File: src/rtl/alu_arbiter.sv
// Round-robin arbiter sharing one combinational ALU between two valid/ready requesters.
// Operands are latched, the ALU is evaluated once per transaction and the result is held until consumed.
module alu_arbiter #(
  parameter int WIDTH   = 32,
  parameter int OPW     = 3,
  parameter bit RR_INIT = 1'b1
) (
  input  logic             clk_i,
  input  logic             reset_i,
  input  logic             req0_valid_i,
  output logic             req0_ready_o,
  input  logic [WIDTH-1:0] req0_a_i,
  input  logic [WIDTH-1:0] req0_b_i,
  input  logic [OPW-1:0]   req0_op_i,
  output logic             rsp0_valid_o,
  input  logic             rsp0_ready_i,
  output logic [WIDTH-1:0] rsp0_result_o,
  output logic             rsp0_ov_o,
  output logic             rsp0_zero_o,
  output logic             rsp0_err_o,
  input  logic             req1_valid_i,
  output logic             req1_ready_o,
  input  logic [WIDTH-1:0] req1_a_i,
  input  logic [WIDTH-1:0] req1_b_i,
  input  logic [OPW-1:0]   req1_op_i,
  output logic             rsp1_valid_o,
  input  logic             rsp1_ready_i,
  output logic [WIDTH-1:0] rsp1_result_o,
  output logic             rsp1_ov_o,
  output logic             rsp1_zero_o,
  output logic             rsp1_err_o,
  output logic [WIDTH-1:0] alu_in1_o,
  output logic [WIDTH-1:0] alu_in2_o,
  output logic [OPW-1:0]   alu_op_o,
  input  logic [WIDTH-1:0] alu_out_i,
  input  logic             alu_ov_i
);

  localparam logic [OPW-1:0] OP_ADD = OPW'(2);
  localparam logic [OPW-1:0] OP_SUB = OPW'(6);
  localparam logic [OPW-1:0] OP_R3  = OPW'(3);
  localparam logic [OPW-1:0] OP_R4  = OPW'(4);
  localparam logic [OPW-1:0] OP_R5  = OPW'(5);

  typedef enum logic [1:0] {S_IDLE, S_EXEC, S_RESP} state_e;

  state_e           state_q;
  logic             last_grant_q;
  logic             owner_q;
  logic [WIDTH-1:0] a_q;
  logic [WIDTH-1:0] b_q;
  logic [OPW-1:0]   op_q;
  logic [WIDTH-1:0] result_q;
  logic             ov_q;
  logic             zero_q;
  logic             err_q;
  logic [1:0]       rsp_valid_q;

  logic             grant_valid_d;
  logic             grant_d;
  logic             accept_d;
  logic [WIDTH-1:0] sel_a_d;
  logic [WIDTH-1:0] sel_b_d;
  logic [OPW-1:0]   sel_op_d;
  logic             is_addsub_d;
  logic             is_unsup_d;
  logic             owner_ready_d;

  // On a tie the port that did not win last time is served.
  always_comb begin
    grant_valid_d = req0_valid_i | req1_valid_i;
    if (req0_valid_i && req1_valid_i) begin
      grant_d = ~last_grant_q;
    end else begin
      grant_d = req1_valid_i;
    end
    sel_a_d  = grant_d ? req1_a_i  : req0_a_i;
    sel_b_d  = grant_d ? req1_b_i  : req0_b_i;
    sel_op_d = grant_d ? req1_op_i : req0_op_i;
  end

  assign accept_d      = (state_q == S_IDLE) && grant_valid_d && !reset_i;
  assign req0_ready_o  = accept_d && !grant_d;
  assign req1_ready_o  = accept_d && grant_d;

  assign is_addsub_d   = (op_q == OP_ADD) || (op_q == OP_SUB);
  assign is_unsup_d    = (op_q == OP_R3) || (op_q == OP_R4) || (op_q == OP_R5);
  assign owner_ready_d = owner_q ? rsp1_ready_i : rsp0_ready_i;

  always_ff @(posedge clk_i or posedge reset_i) begin
    if (reset_i) begin
      state_q      <= S_IDLE;
      last_grant_q <= RR_INIT;
      owner_q      <= 1'b0;
      a_q          <= '0;
      b_q          <= '0;
      op_q         <= '0;
      result_q     <= '0;
      ov_q         <= 1'b0;
      zero_q       <= 1'b0;
      err_q        <= 1'b0;
      rsp_valid_q  <= 2'b00;
    end else begin
      case (state_q)
        S_IDLE: begin
          if (grant_valid_d) begin
            a_q          <= sel_a_d;
            b_q          <= sel_b_d;
            op_q         <= sel_op_d;
            owner_q      <= grant_d;
            last_grant_q <= grant_d;
            state_q      <= S_EXEC;
          end
        end
        S_EXEC: begin
          result_q    <= alu_out_i;
          ov_q        <= is_addsub_d & alu_ov_i;
          zero_q      <= (alu_out_i == '0);
          err_q       <= is_unsup_d;
          rsp_valid_q <= owner_q ? 2'b10 : 2'b01;
          state_q     <= S_RESP;
        end
        S_RESP: begin
          if (owner_ready_d) begin
            rsp_valid_q <= 2'b00;
            state_q     <= S_IDLE;
          end
        end
        default: begin
          rsp_valid_q <= 2'b00;
          state_q     <= S_IDLE;
        end
      endcase
    end
  end

  // The ALU sees only latched operands, so its inputs never follow the live request buses.
  assign alu_in1_o = a_q;
  assign alu_in2_o = b_q;
  assign alu_op_o  = op_q;

  // Both ports observe the single response buffer; only the owner's valid is raised.
  assign rsp0_valid_o  = rsp_valid_q[0];
  assign rsp1_valid_o  = rsp_valid_q[1];
  assign rsp0_result_o = result_q;
  assign rsp1_result_o = result_q;
  assign rsp0_ov_o     = ov_q;
  assign rsp1_ov_o     = ov_q;
  assign rsp0_zero_o   = zero_q;
  assign rsp1_zero_o   = zero_q;
  assign rsp0_err_o    = err_q;
  assign rsp1_err_o    = err_q;

endmodule

File: config.mk
export PLATFORM = sky130hd
export DESIGN_NAME = alu_arbiter
export DESIGN_NICKNAME = d
export VERILOG_FILES = /design/src/rtl/alu_arbiter.sv
export SDC_FILE = /design/constraint.sdc
export NUM_CORES = 1
export LEC_CHECK = 0
export BUFFER_PORTS_ARGS = -buffer_cell sky130_fd_sc_hd__buf_4
export CAP_MARGIN = 20
export CORE_AREA = 5 5 119 121
export DETAILED_ROUTE_END_ITERATION = 7
export DIE_AREA = 0 0 124 126
export GPL_ROUTABILITY_DRIVEN = 0
export MAX_ROUTING_LAYER = met4
export PLACE_DENSITY = 0.75
export SYNTH_ARGS = -nofsm -noshare
export SYNTH_HDL_FRONTEND = slang
export SYNTH_SLANG_ARGS = --single-unit
File: constraint.sdc
create_clock -name clk_i -period 3.9 [get_ports clk_i]
set_input_delay 0.585 -clock clk_i [delete_from_list [all_inputs] [get_ports clk_i]]
set_output_delay 0.585 -clock clk_i [all_outputs]
set_load 0.1 [all_outputs]
==> run_summary.xml <==
<?xml version="1.0" encoding="UTF-8"?>
<metrics>
  <group name="final_layout">
    <metric name="area_growth" unit="%">49.26</metric>
    <metric name="layout.cell_area.non_filler" unit="um2">7901</metric>
    <metric name="finish.net_count" unit="">813</metric>
    <metric name="drive_gt1_share" unit="%">75.19</metric>
    <metric name="layout.filler_cells" unit="">1038</metric>
    <metric name="final-instance-count-excl-fill" unit="">821</metric>
    <metric name="antenna_cells_inserted" unit="">0</metric>
  </group>
  <group name="cts">
    <metric name="clk_transition_reported_paths" unit="ns">0.07</metric>
    <metric name="ctsHoldBuffers" unit="">0</metric>
    <metric name="cts.repair_timing.setup_buffer_count" unit="">0</metric>
    <metric name="clock_tree.htree_level_count" unit="">3</metric>
    <metric name="cts.sinks" unit="">108</metric>
    <metric name="insertion_delay" unit="ns">0.33</metric>
    <metric name="clock_tree_from_tritoncts" unit="">done</metric>
    <metric name="numCtsBuffers" unit="">9</metric>
    <metric name="max-clock-path-buffers" unit="">2</metric>
    <metric name="total_of_cells_resized_after_clock_tree_synthesis" unit="">0</metric>
    <metric name="clock-root-buffer" unit="">clkbuf_16</metric>
  </group>
  <group name="sta">
    <metric name="worst_hold_margin" unit="ns">0.2534</metric>
    <metric name="tns" unit="ns">0</metric>
    <metric name="setup_viol_count_final" unit="">0</metric>
    <metric name="finalCritPeriodShare" unit="%">69.37</metric>
    <metric name="final.min_clock_period" unit="ns">2.705</metric>
    <metric name="final_hold_violations" unit="">0</metric>
    <metric name="finClkSkew" unit="ns">0.007347</metric>
    <metric name="clock.fmax" unit="GHz">0.3696</metric>
    <metric name="transition_time_of_the_tightest_slew_check_pin" unit="ns">0.9043</metric>
    <metric name="timing.slew.headroom" unit="%">39.71</metric>
    <metric name="final-max-slew-violation-count" unit="">0</metric>
    <metric name="rsz0062_at_grt" unit="">no</metric>
  </group>
  <group name="global_routing">
    <metric name="first_global_vias" unit="">4377</metric>
    <metric name="grt_start_max_net_pins" unit="">81</metric>
    <metric name="grt_first_pass_wirelength" unit="mm">22.33</metric>
    <metric name="antenna_found_initial" unit="">0</metric>
    <metric name="globalRoute.totalOverflow" unit="">0</metric>
    <metric name="global_route_usage_over_all_layers" unit="%">18.93</metric>
  </group>
  <group name="detailed_routing">
    <metric name="via_count" unit="">3932</metric>
    <metric name="drt_first_iter_violations" unit="">119</metric>
    <metric name="drt-wirelength-per-cell" unit="um">17.91</metric>
    <metric name="vias_per_cell" unit="">4.789</metric>
    <metric name="drc_errors" unit="">0</metric>
    <metric name="ant_nets" unit="">0</metric>
    <metric name="dr.pass1.iters" unit="">4</metric>
    <metric name="totalWireLength" unit="mm">14.70</metric>
  </group>
  <group name="synth">
    <metric name="syn_avg_cell_area" unit="um2">14.46</metric>
    <metric name="synth_cell_type_count" unit="">28</metric>
    <metric name="synthesis.yosys.warnings" unit="">0</metric>
    <metric name="synth_area_leaders" unit="">dfrtp_1 (51%), mux2_2 (28%), buf_4 (5.2%), mux2_4 (4.5%), mux2_1 (4.5%)</metric>
    <metric name="synth-edff-count" unit="">0</metric>
    <metric name="synthMostInstantiatedCell" unit="">mux2_2</metric>
    <metric name="synth.cell_area" unit="um2">5294</metric>
    <metric name="async_flop_share" unit="%">100.0</metric>
    <metric name="synth.largest_area_cell" unit="">dfrtp_1</metric>
    <metric name="synth_seq_cells" unit="">108</metric>
    <metric name="synth_top_area_share" unit="%">50.58</metric>
    <metric name="synth.cells.most_frequent" unit="">mux2_2 (130), dfrtp_1 (107), buf_4 (37), mux2_1 (21), mux2_4 (16)</metric>
    <metric name="synth_sequential_area_ratio" unit="%">51.08</metric>
    <metric name="synth-main-ff-cell" unit="">dfrtp_1</metric>
    <metric name="postSynthCellCount" unit="">366</metric>
    <metric name="synthesis.nets" unit="">539</metric>
  </group>
  <group name="placement">
    <metric name="placed_cells" unit="">804</metric>
    <metric name="portBuffers" unit="">313</metric>
    <metric name="dpl.hpwl" unit="mm">11.80</metric>
    <metric name="post_detailed_placement_cell_area" unit="um2">7502</metric>
  </group>
  <group name="floorplan">
    <metric name="io-pin-count" unit="">314</metric>
    <metric name="floorplan.initialDensity" unit="%">40.78</metric>
    <metric name="core.rowCount" unit="">42</metric>
    <metric name="die_y" unit="um">126</metric>
    <metric name="die-width" unit="um">124</metric>
    <metric name="full_die_area" unit="um2">15620</metric>
    <metric name="core_region_area" unit="um2">12980</metric>
  </group>
  <group name="worst_setup_path">
    <metric name="worst_ep_required_time" unit="ns">3.31</metric>
    <metric name="critical_path.slowest_cell" unit="">o21a_4</metric>
    <metric name="cp_slowest_stage_delay" unit="ns">0.47</metric>
    <metric name="startpoint_of_the_most_critical_register_to_register_path" unit="">state_q[0]</metric>
    <metric name="worst-setup-path-type" unit="">register to output port</metric>
    <metric name="worstPathBufferInverterCount" unit="">1</metric>
    <metric name="worst_ep_arrival_time" unit="ns">2.12</metric>
    <metric name="highest_fanout_seen_on_the_critical_path" unit="">31</metric>
    <metric name="critical_path.startpoint" unit="">state_q[0]</metric>
    <metric name="crit_path_start_kind" unit="">register</metric>
    <metric name="critPathTopFamily" unit="">simple AND/OR/NAND/NOR gates</metric>
    <metric name="worst_setup_path_end_kind" unit="">output port</metric>
    <metric name="critical_path_cell_by_cell" unit="">nor2_2, o21a_4, nor3b_1, buf_4</metric>
  </group>
  <group name="outcome">
    <metric name="run_status" unit="">finished clean</metric>
  </group>
  <group name="job">
    <metric name="max_cap_violations" unit="">0</metric>
  </group>
  <group name="min_path">
    <metric name="hold_path.class" unit="">primary input to async pin</metric>
  </group>
</metrics>
==> worst paths after layout <==
| kind | endpoint | slack [ns] | cells after the start |
|---|---|---|---|
| setup / recovery | req0_ready_o | 1.19 | 4 |
| hold / removal | rsp0_result_o[29] | 0.25 | 2 |
| setup reg to reg | alu_in2_o[10] | 1.63 | 4 |
| hold reg to reg | alu_in1_o[22] | 0.49 | 1 |
| max in group asynchronous | alu_in2_o[10] | 2.61 | 4 |
| min in group clk_i | last_grant_q | 0.44 | 2 |
==> cell type report <==
type                    count  area [um2]  share of cell area, %
multi-input cells         202        2183                  27.63
clock buffers               9       225.2                  2.850
well taps                 176       220.2                  2.787
inverters                   2       10.01                 0.1267
repair buffers            317        2412                  30.53
flip-flops and latches    108        2704                  34.22
clock inverters             7       146.4                  1.853
==> per-stage QoR <==
stage	setup slack, ns	util [%]
finish	1.195	60.87
detailed placement	1.523	57.80
CTS	1.138	60.66
floorplan	0.01664	-
global route	1.021	60.87
global placement	1.585	57.80
==> worst reg2reg max path, cell delays in order, from the launching register on <==
cell,delay [ns]
dfrtp_1,0.46
nor2_2,0.24
o21a_4,0.47
buf_4,0.57
mux2_2,0.41
==> registers in the layout (all words and copies together), names as in the netlist <==
register	flops
alu_in1_o	32
alu_in2_o	32
rsp0_result_o	32
alu_op_o	3
rsp_valid_q	2
state_q	2
last_grant_q	1
owner_q	1
rsp0_err_o	1
rsp0_ov_o	1
rsp0_zero_o	1
==> per-layer routing <==
| layer | track usage (%) | wire [um] | vias to the layer above | part of all wire [%] |
|---|---|---|---|---|
| met1 | 20.67 | 5238 | 1898 | 36 |
| met3 | 3.946 | 1251 | 24 | 8.5 |
| met2 | 33.82 | 7917 | 192 | 54 |
| met5 | - | 0 | - | 0 |
| li1 | - | - | 1818 | - |
| met4 | 6.443 | 295 | 0 | 2.0 |
==> cells by family (layout without fill, tap and decap cells) <==
logic type	after synthesis	after routing	synth area share (%)
AOI/OAI and AO/OA	12	12	1.702
buffers and inverters	56	335	8.012
DFF	108	108	51.08
muxes	169	169	37.04
and+or+nand+nor	21	21	2.175
==> placed cells by master (no fill, tap or decap) <==
cell         n
buf_16       1
mux2_2     130
nor3b_1      1
buf_12       1
a21oi_1      1
nor2b_1      1
buf_4      315
nand2b_2     1
inv_6        1
bufinv_16    4
dfrtp_1    107
a31oi_1      1
a21boi_4     1
inv_4        1
nand2_1      6
dfstp_2      1
inv_1        1
o2bb2ai_1    2
nand4_1      2
clkinv_4     2
a211oi_1     1
o31ai_1      2
o21a_4       1
clkbuf_16    9
mux2i_1      2
a21bo_1      1
mux2_1      21
nor2_2       1
nor2_1       1
o21ai_1      2
nor4_1       8
mux2_4      16
Power is left out: the tool's default activity adds up to more than one toggle a clock period on the data nets, which glitch-free logic cannot reach.
